--- config.mk ---
export PLATFORM = sky130hd
export DESIGN_NAME = shift_normalizer
export DESIGN_NICKNAME = d
export VERILOG_FILES = /design/src/rtl/shift_normalizer.sv
export SDC_FILE = /design/constraint.sdc
export NUM_CORES = 1
export LEC_CHECK = 0
export CORE_MARGIN = 10
export CORE_UTILIZATION = 44
export CTS_CLUSTER_DIAMETER = 30
export DETAILED_ROUTE_END_ITERATION = 7
export GPL_ROUTABILITY_DRIVEN = 0
export GPL_TIMING_DRIVEN = 0
export PLACE_DENSITY_LB_ADDON = 0.15
export SLEW_MARGIN = 20
export SYNTH_ARGS = -nofsm -noshare
export SYNTH_HDL_FRONTEND = slang
export SYNTH_SLANG_ARGS = --single-unit
--- constraint.sdc ---
create_clock -name i_clk -period 2.1 [get_ports i_clk]
set_input_delay 0.42 -clock i_clk [delete_from_list [all_inputs] [get_ports i_clk]]
set_output_delay 0.42 -clock i_clk [all_outputs]
set_load 0.03 [all_outputs]
--- src/rtl/shift_normalizer.sv ---
// Iterative leading-zero / redundant-sign normalizer: shifts the captured operand
// left by one bit per cycle and reports the shift count with a valid/ready handshake.
module shift_normalizer #(
  parameter int Width = 32,
  parameter int CntW  = 6
) (
  input  logic             i_clk,
  input  logic             i_rst,
  input  logic             in_valid,
  output logic             in_ready,
  input  logic             in_mode,
  input  logic [Width-1:0] dataIn,
  output logic             out_valid,
  input  logic             out_ready,
  output logic [Width-1:0] dataOut,
  output logic [CntW-1:0]  out_count,
  output logic             out_zero
);

  localparam logic [1:0] IDLE  = 2'd0;
  localparam logic [1:0] SHIFT = 2'd1;
  localparam logic [1:0] DONE  = 2'd2;

  localparam logic [CntW-1:0] CNT_FULL       = CntW'(Width);
  localparam logic [CntW-1:0] CNT_SIGNED_MAX = CntW'(Width - 1);

  logic [1:0]       state_q, state_d;
  logic [Width-1:0] data_q, data_d;
  logic             mode_q, mode_d;
  logic             zero_q, zero_d;
  logic [CntW-1:0]  cnt_q, cnt_d;
  logic             out_valid_q, out_valid_d;
  logic [Width-1:0] data_out_q, data_out_d;
  logic [CntW-1:0]  out_count_q, out_count_d;
  logic             out_zero_q, out_zero_d;
  logic             shift_en;

  // Signed mode stops one short of the full width so a sign bit always remains.
  assign shift_en = mode_q ? ((data_q[Width-1] == data_q[Width-2]) && (cnt_q < CNT_SIGNED_MAX))
                           : !data_q[Width-1];

  always_comb begin
    state_d     = state_q;
    data_d      = data_q;
    mode_d      = mode_q;
    zero_d      = zero_q;
    cnt_d       = cnt_q;
    out_valid_d = out_valid_q;
    data_out_d  = data_out_q;
    out_count_d = out_count_q;
    out_zero_d  = out_zero_q;
    case (state_q)
      IDLE: begin
        if (in_valid) begin
          data_d = dataIn;
          mode_d = in_mode;
          zero_d = (dataIn == '0);
          cnt_d  = '0;
          if (!in_mode && (dataIn == '0)) begin
            state_d     = DONE;
            out_valid_d = 1'b1;
            data_out_d  = '0;
            out_count_d = CNT_FULL;
            out_zero_d  = 1'b1;
          end else begin
            state_d = SHIFT;
          end
        end
      end
      SHIFT: begin
        if (shift_en) begin
          data_d = {data_q[Width-2:0], 1'b0};
          cnt_d  = cnt_q + 1'b1;
        end else begin
          state_d     = DONE;
          out_valid_d = 1'b1;
          data_out_d  = data_q;
          out_count_d = cnt_q;
          out_zero_d  = zero_q;
        end
      end
      DONE: begin
        if (out_ready) begin
          state_d     = IDLE;
          out_valid_d = 1'b0;
        end
      end
      default: state_d = IDLE;
    endcase
  end

  always_ff @(posedge i_clk) begin
    if (i_rst) begin
      state_q     <= IDLE;
      data_q      <= '0;
      mode_q      <= 1'b0;
      zero_q      <= 1'b0;
      cnt_q       <= '0;
      out_valid_q <= 1'b0;
      data_out_q  <= '0;
      out_count_q <= '0;
      out_zero_q  <= 1'b0;
    end else begin
      state_q     <= state_d;
      data_q      <= data_d;
      mode_q      <= mode_d;
      zero_q      <= zero_d;
      cnt_q       <= cnt_d;
      out_valid_q <= out_valid_d;
      data_out_q  <= data_out_d;
      out_count_q <= out_count_d;
      out_zero_q  <= out_zero_d;
    end
  end

  assign in_ready  = (state_q == IDLE);
  assign out_valid = out_valid_q;
  assign dataOut   = data_out_q;
  assign out_count = out_count_q;
  assign out_zero  = out_zero_q;

endmodule
==> results of run 1 <==
==> worst max-delay path by stage <==
stage | startpoint | to | slack, ps | cells after the start
5_1_grt | cnt_q[0] | data_q[14] | -30 | 8
4_1_cts | dataIn[9] | out_count[1] | 0.9 | 8
3_5_place_dp | dataIn[4] | dataOut[13] | -580 | 7
6_report | cnt_q[0] | data_q[14] | 80 | 8
2_1_floorplan | cnt_q[0] | data_q[10] | 140 | 8
3_3_place_gp | dataIn[4] | dataOut[16] | -590 | 7
==> stage by stage <==
step | hold WS, ps | std cells
2_1_floorplan | 456 | 335
3_3_place_gp | 455 | 510
3_5_place_dp | 454 | 510
4_1_cts | 470 | 532
5_1_grt | 492 | 534
6_report | 464 | 534
==> sequential cells by signal, summed over array words and instances, names as in the netlist <==
name       count
data_q        32
state_q        2
cnt_q          6
out_valid      1
mode_q         1
zero_q         1
dataOut       32
out_count      6
out_zero       1
==> routing by layer <==
layer / part of all wire, % / vias up / global-route usage, %
li1: - / 1422 / -
met1: 44 / 1385 / 20.0
met2: 49 / 76 / 26.1
met3: 5.9 / 13 / 4.17
met4: 1.6 / 0 / 6.09
met5: 0 / - / 0
==> report_power, final <==
part | total [mW] | leakage [nW] | internal, mW | switching [mW]
Combinational | 0.583 | 0.900 | 0.268 | 0.315
Clock | 1.29 | 0.112 | 0.704 | 0.586
Sequential | 1.74 | 0.670 | 1.65 | 0.0867
Total | 3.61 | 1.68 | 2.62 | 0.988
==> worst max-delay path, delay by kind of cell (launching register included) <==
| kind | cells | cell delay, ps |
|---|---|---|
| buffers and inverters | 2 | 290 |
| and+or+nand+nor | 2 | 340 |
| adders and majority gates | 1 | 170 |
| AOI/OAI and AO/OA | 3 | 760 |
| DFF | 1 | 370 |
==> layout make-up <==
cell class / instances / share of cell area [%]
flip-flops and latches: 82 / 36.0
clock buffers: 10 / 3.01
clock inverters: 6 / 1.97
plain buffers: 25 / 3.33
inverters: 24 / 1.97
repair buffers: 84 / 18.6
well taps: 99 / 2.71
multi-input cells: 204 / 32.5
==> logic make-up after synthesis <==
group | after synthesis
fa+ha+maj | 1
flops | 82
compound gates | 108
xor+xnor | 3
mux | 1
buf+inv | 49
simple gates | 91
==> cells in the final DEF, fill, tap and decap left out, types with 2 or more instances in the layout <==
cell | synthesis | layout
a21oi_1 | 11 | 10
nor4_1 | 8 | 4
buf_2 | 4 | 4
nand2b_1 | 2 | 2
buf_6 | 5 | 7
dlymetal6s2s_1 | 0 | 4
nor2_1 | 33 | 33
a221oi_2 | 10 | 10
nor4_2 | 0 | 3
nor3_1 | 3 | 2
clkbuf_1 | 13 | 12
dfxtp_1 | 82 | 80
nand3_1 | 5 | 5
nand4_1 | 3 | 3
o21ai_0 | 20 | 19
a22o_1 | 37 | 37
inv_1 | 24 | 24
o21a_1 | 2 | 2
nand2_1 | 27 | 26
clkinv_4 | 0 | 2
clkbuf_8 | 0 | 10
a211oi_1 | 2 | 2
clkdlybuf4s50_1 | 0 | 72
bufinv_16 | 0 | 2
buf_4 | 2 | 6
o221a_2 | 10 | 10
a221oi_1 | 10 | 10
xnor2_1 | 2 | 2
==> repair_timing <==
item                       CTS  global route
buffers inserted             6             2
setup endpoints to repair   66            66
pin swaps                    6             6
resized for setup            8            19
==> impl_metrics.env, run 1 <==
export IMPL_status="complete, no violations"
export IMPL_synth_distinct_cells=42
export IMPL_dp_hpwl_um=6720
export IMPL_fin_ws_ps=77.0
export IMPL_ant_nets=0
export IMPL_start_util_pct=45.2
export IMPL_cts_sinks=82
export IMPL_dr_pass1_iters=4
export IMPL_syn_to_final_growth_pct=39.5
export IMPL_worstReg2RegEnd="data_q[14]"
export IMPL_ys_top_cells_by_count="dfxtp_1 (82), a22o_1 (37), nor2_1 (33), nand2_1 (27), inv_1 (24)"
export IMPL_worstMarginPinSlew_ps=730
export IMPL_slew_viol_final=0
export IMPL_drc=0
export IMPL_ir_drop_uv=474
export IMPL_grt_overflow_total=0
export IMPL_setup_viol=0
export IMPL_min_to="out_valid"
export IMPL_yosysWarnings=0
export IMPL_clk_latency_ps=350
export IMPL_synth_edff_count=0
export IMPL_crit_fanout=10
export IMPL_synth_nets=373
export IMPL_grt_pass1_wl_um=14700
export IMPL_hold_viol_final=0
export IMPL_synth_area_leaders="dfxtp_1 (50%), a22o_1 (9.9%), a221oi_2 (4.6%), nor2_1 (3.8%), o221a_2 (3.4%)"
export IMPL_cp_data_required_time_ps=2360
export IMPL_syn_instance_count=335
export IMPL_antenna_found_initial=0
export IMPL_synth_seq_area_share_pct=50.0
export IMPL_cts_tree="yes"
export IMPL_placementRows=31
export IMPL_regArea_um2=1650
export IMPL_synth_top_family_by_area="compound AO/OA/AOI/OAI gates"
export IMPL_numCtsBuffers=9
export IMPL_hp_class="flip-flop to flip-flop"
export IMPL_dieArea_um2=11300
export IMPL_grt_usage_pct=16.1
export IMPL_coreArea_um2=7250
export IMPL_postLayoutCoreUtil_pct=63.1
export IMPL_synth_main_ff_cell="dfxtp_1"
export IMPL_reg2reg_depth=8
export IMPL_fin_crit_ps=2020
export IMPL_clock_root_buffer="clkbuf_8"
export IMPL_async_flop_share_pct=0
export IMPL_netlist_area_um2=3280
export IMPL_endpoint_kind="flip-flop"
export IMPL_dpl_worst_slack_ps=-577
export IMPL_htreeDepth=3
export IMPL_numPortBuffers=76
export IMPL_post_dp_cell_area_um2=4170
export IMPL_num_antenna_cells=0
export IMPL_max_freq_mhz=494
export IMPL_nFillCells=641
export IMPL_drt_total_wl_um=9220
export IMPL_power_density_nw_per_um2=789
export IMPL_clk_pin_slew_worst_paths_ps=80
export IMPL_die_y_um=106
export IMPL_hp_start="out_valid"
export IMPL_ctsHoldBuffers=0
export IMPL_p_leak_nw=1.68
export IMPL_path_common_cell="buf_6"
export IMPL_critPathLaunchType="flip-flop"
export IMPL_drive_gt1_share_pct=17.2
export IMPL_avgSynthCellArea_um2=9.79
export IMPL_slew_headroom_pct=51.3
export IMPL_synthMuxAreaShare_pct=0.305
export IMPL_dr_total_vias=2896
export IMPL_synthAdderAreaFrac_pct=0.381
export IMPL_cp_slowest_cell="dfxtp_4"
export IMPL_crit_chain="ha_4, a41oi_4, nand4_2, a21bo_2, and2_4, buf_6, buf_6, a221oi_2"
export IMPL_synthSimpleGateAreaFrac_pct=12.9
export IMPL_yosysMostFrequentCell="dfxtp_1"
export IMPL_path_class="flip-flop to flip-flop"
export IMPL_max_stage_delay_ps=370
export IMPL_drt_iter0_drc=197
export IMPL_rsz0062_at_grt="yes"
export IMPL_r2r_start="cnt_q[0]"
export IMPL_cts_max_path_buffers=2
export IMPL_min_period_over_period_pct=96.3
export IMPL_synth_top_area_cell="dfxtp_1"
export IMPL_multiInputGateArea_um2=1490
export IMPL_io_pins=78
export IMPL_fin_tns_setup_ps=0
export IMPL_synth_xor_area_share_pct=0.801
export IMPL_die_width_um=106
export IMPL_grt_pass1_vias=2853
export IMPL_synth_seq_cells=82
export IMPL_whs_path_depth=2
export IMPL_grt_max_degree=15
export IMPL_crit_arrival_ps=2290
export IMPL_viasPerCell=5.42
export IMPL_r2r_slack_ps=80
export IMPL_final_cell_area_um2=4580
export IMPL_drv_cap=0
export IMPL_finalClockSkew_ps=8.03
export IMPL_synth_compound_area_share_pct=28.5
export IMPL_finalNetCount=468
export IMPL_wl_per_cell_um=17.3
export IMPL_power_total_mw=3.61
export IMPL_synth_top_area_share_pct=50.0
Power figures use the tool's default switching activity.
==> run 2: changes to the inputs <==
Settings changed: CAP_MARGIN from default to 10.
==> results of run 2 <==
Same layout as run 1: the final DEF is identical, and so are final timing and power.
==> run 3: changes to the inputs <==
Settings changed: ABC_CLOCK_PERIOD_IN_PS from default to 2100, CTS_CLUSTER_SIZE from default to 30.
==> results of run 3 <==
Same layout as run 1: the final DEF is identical, and so are final timing and power.
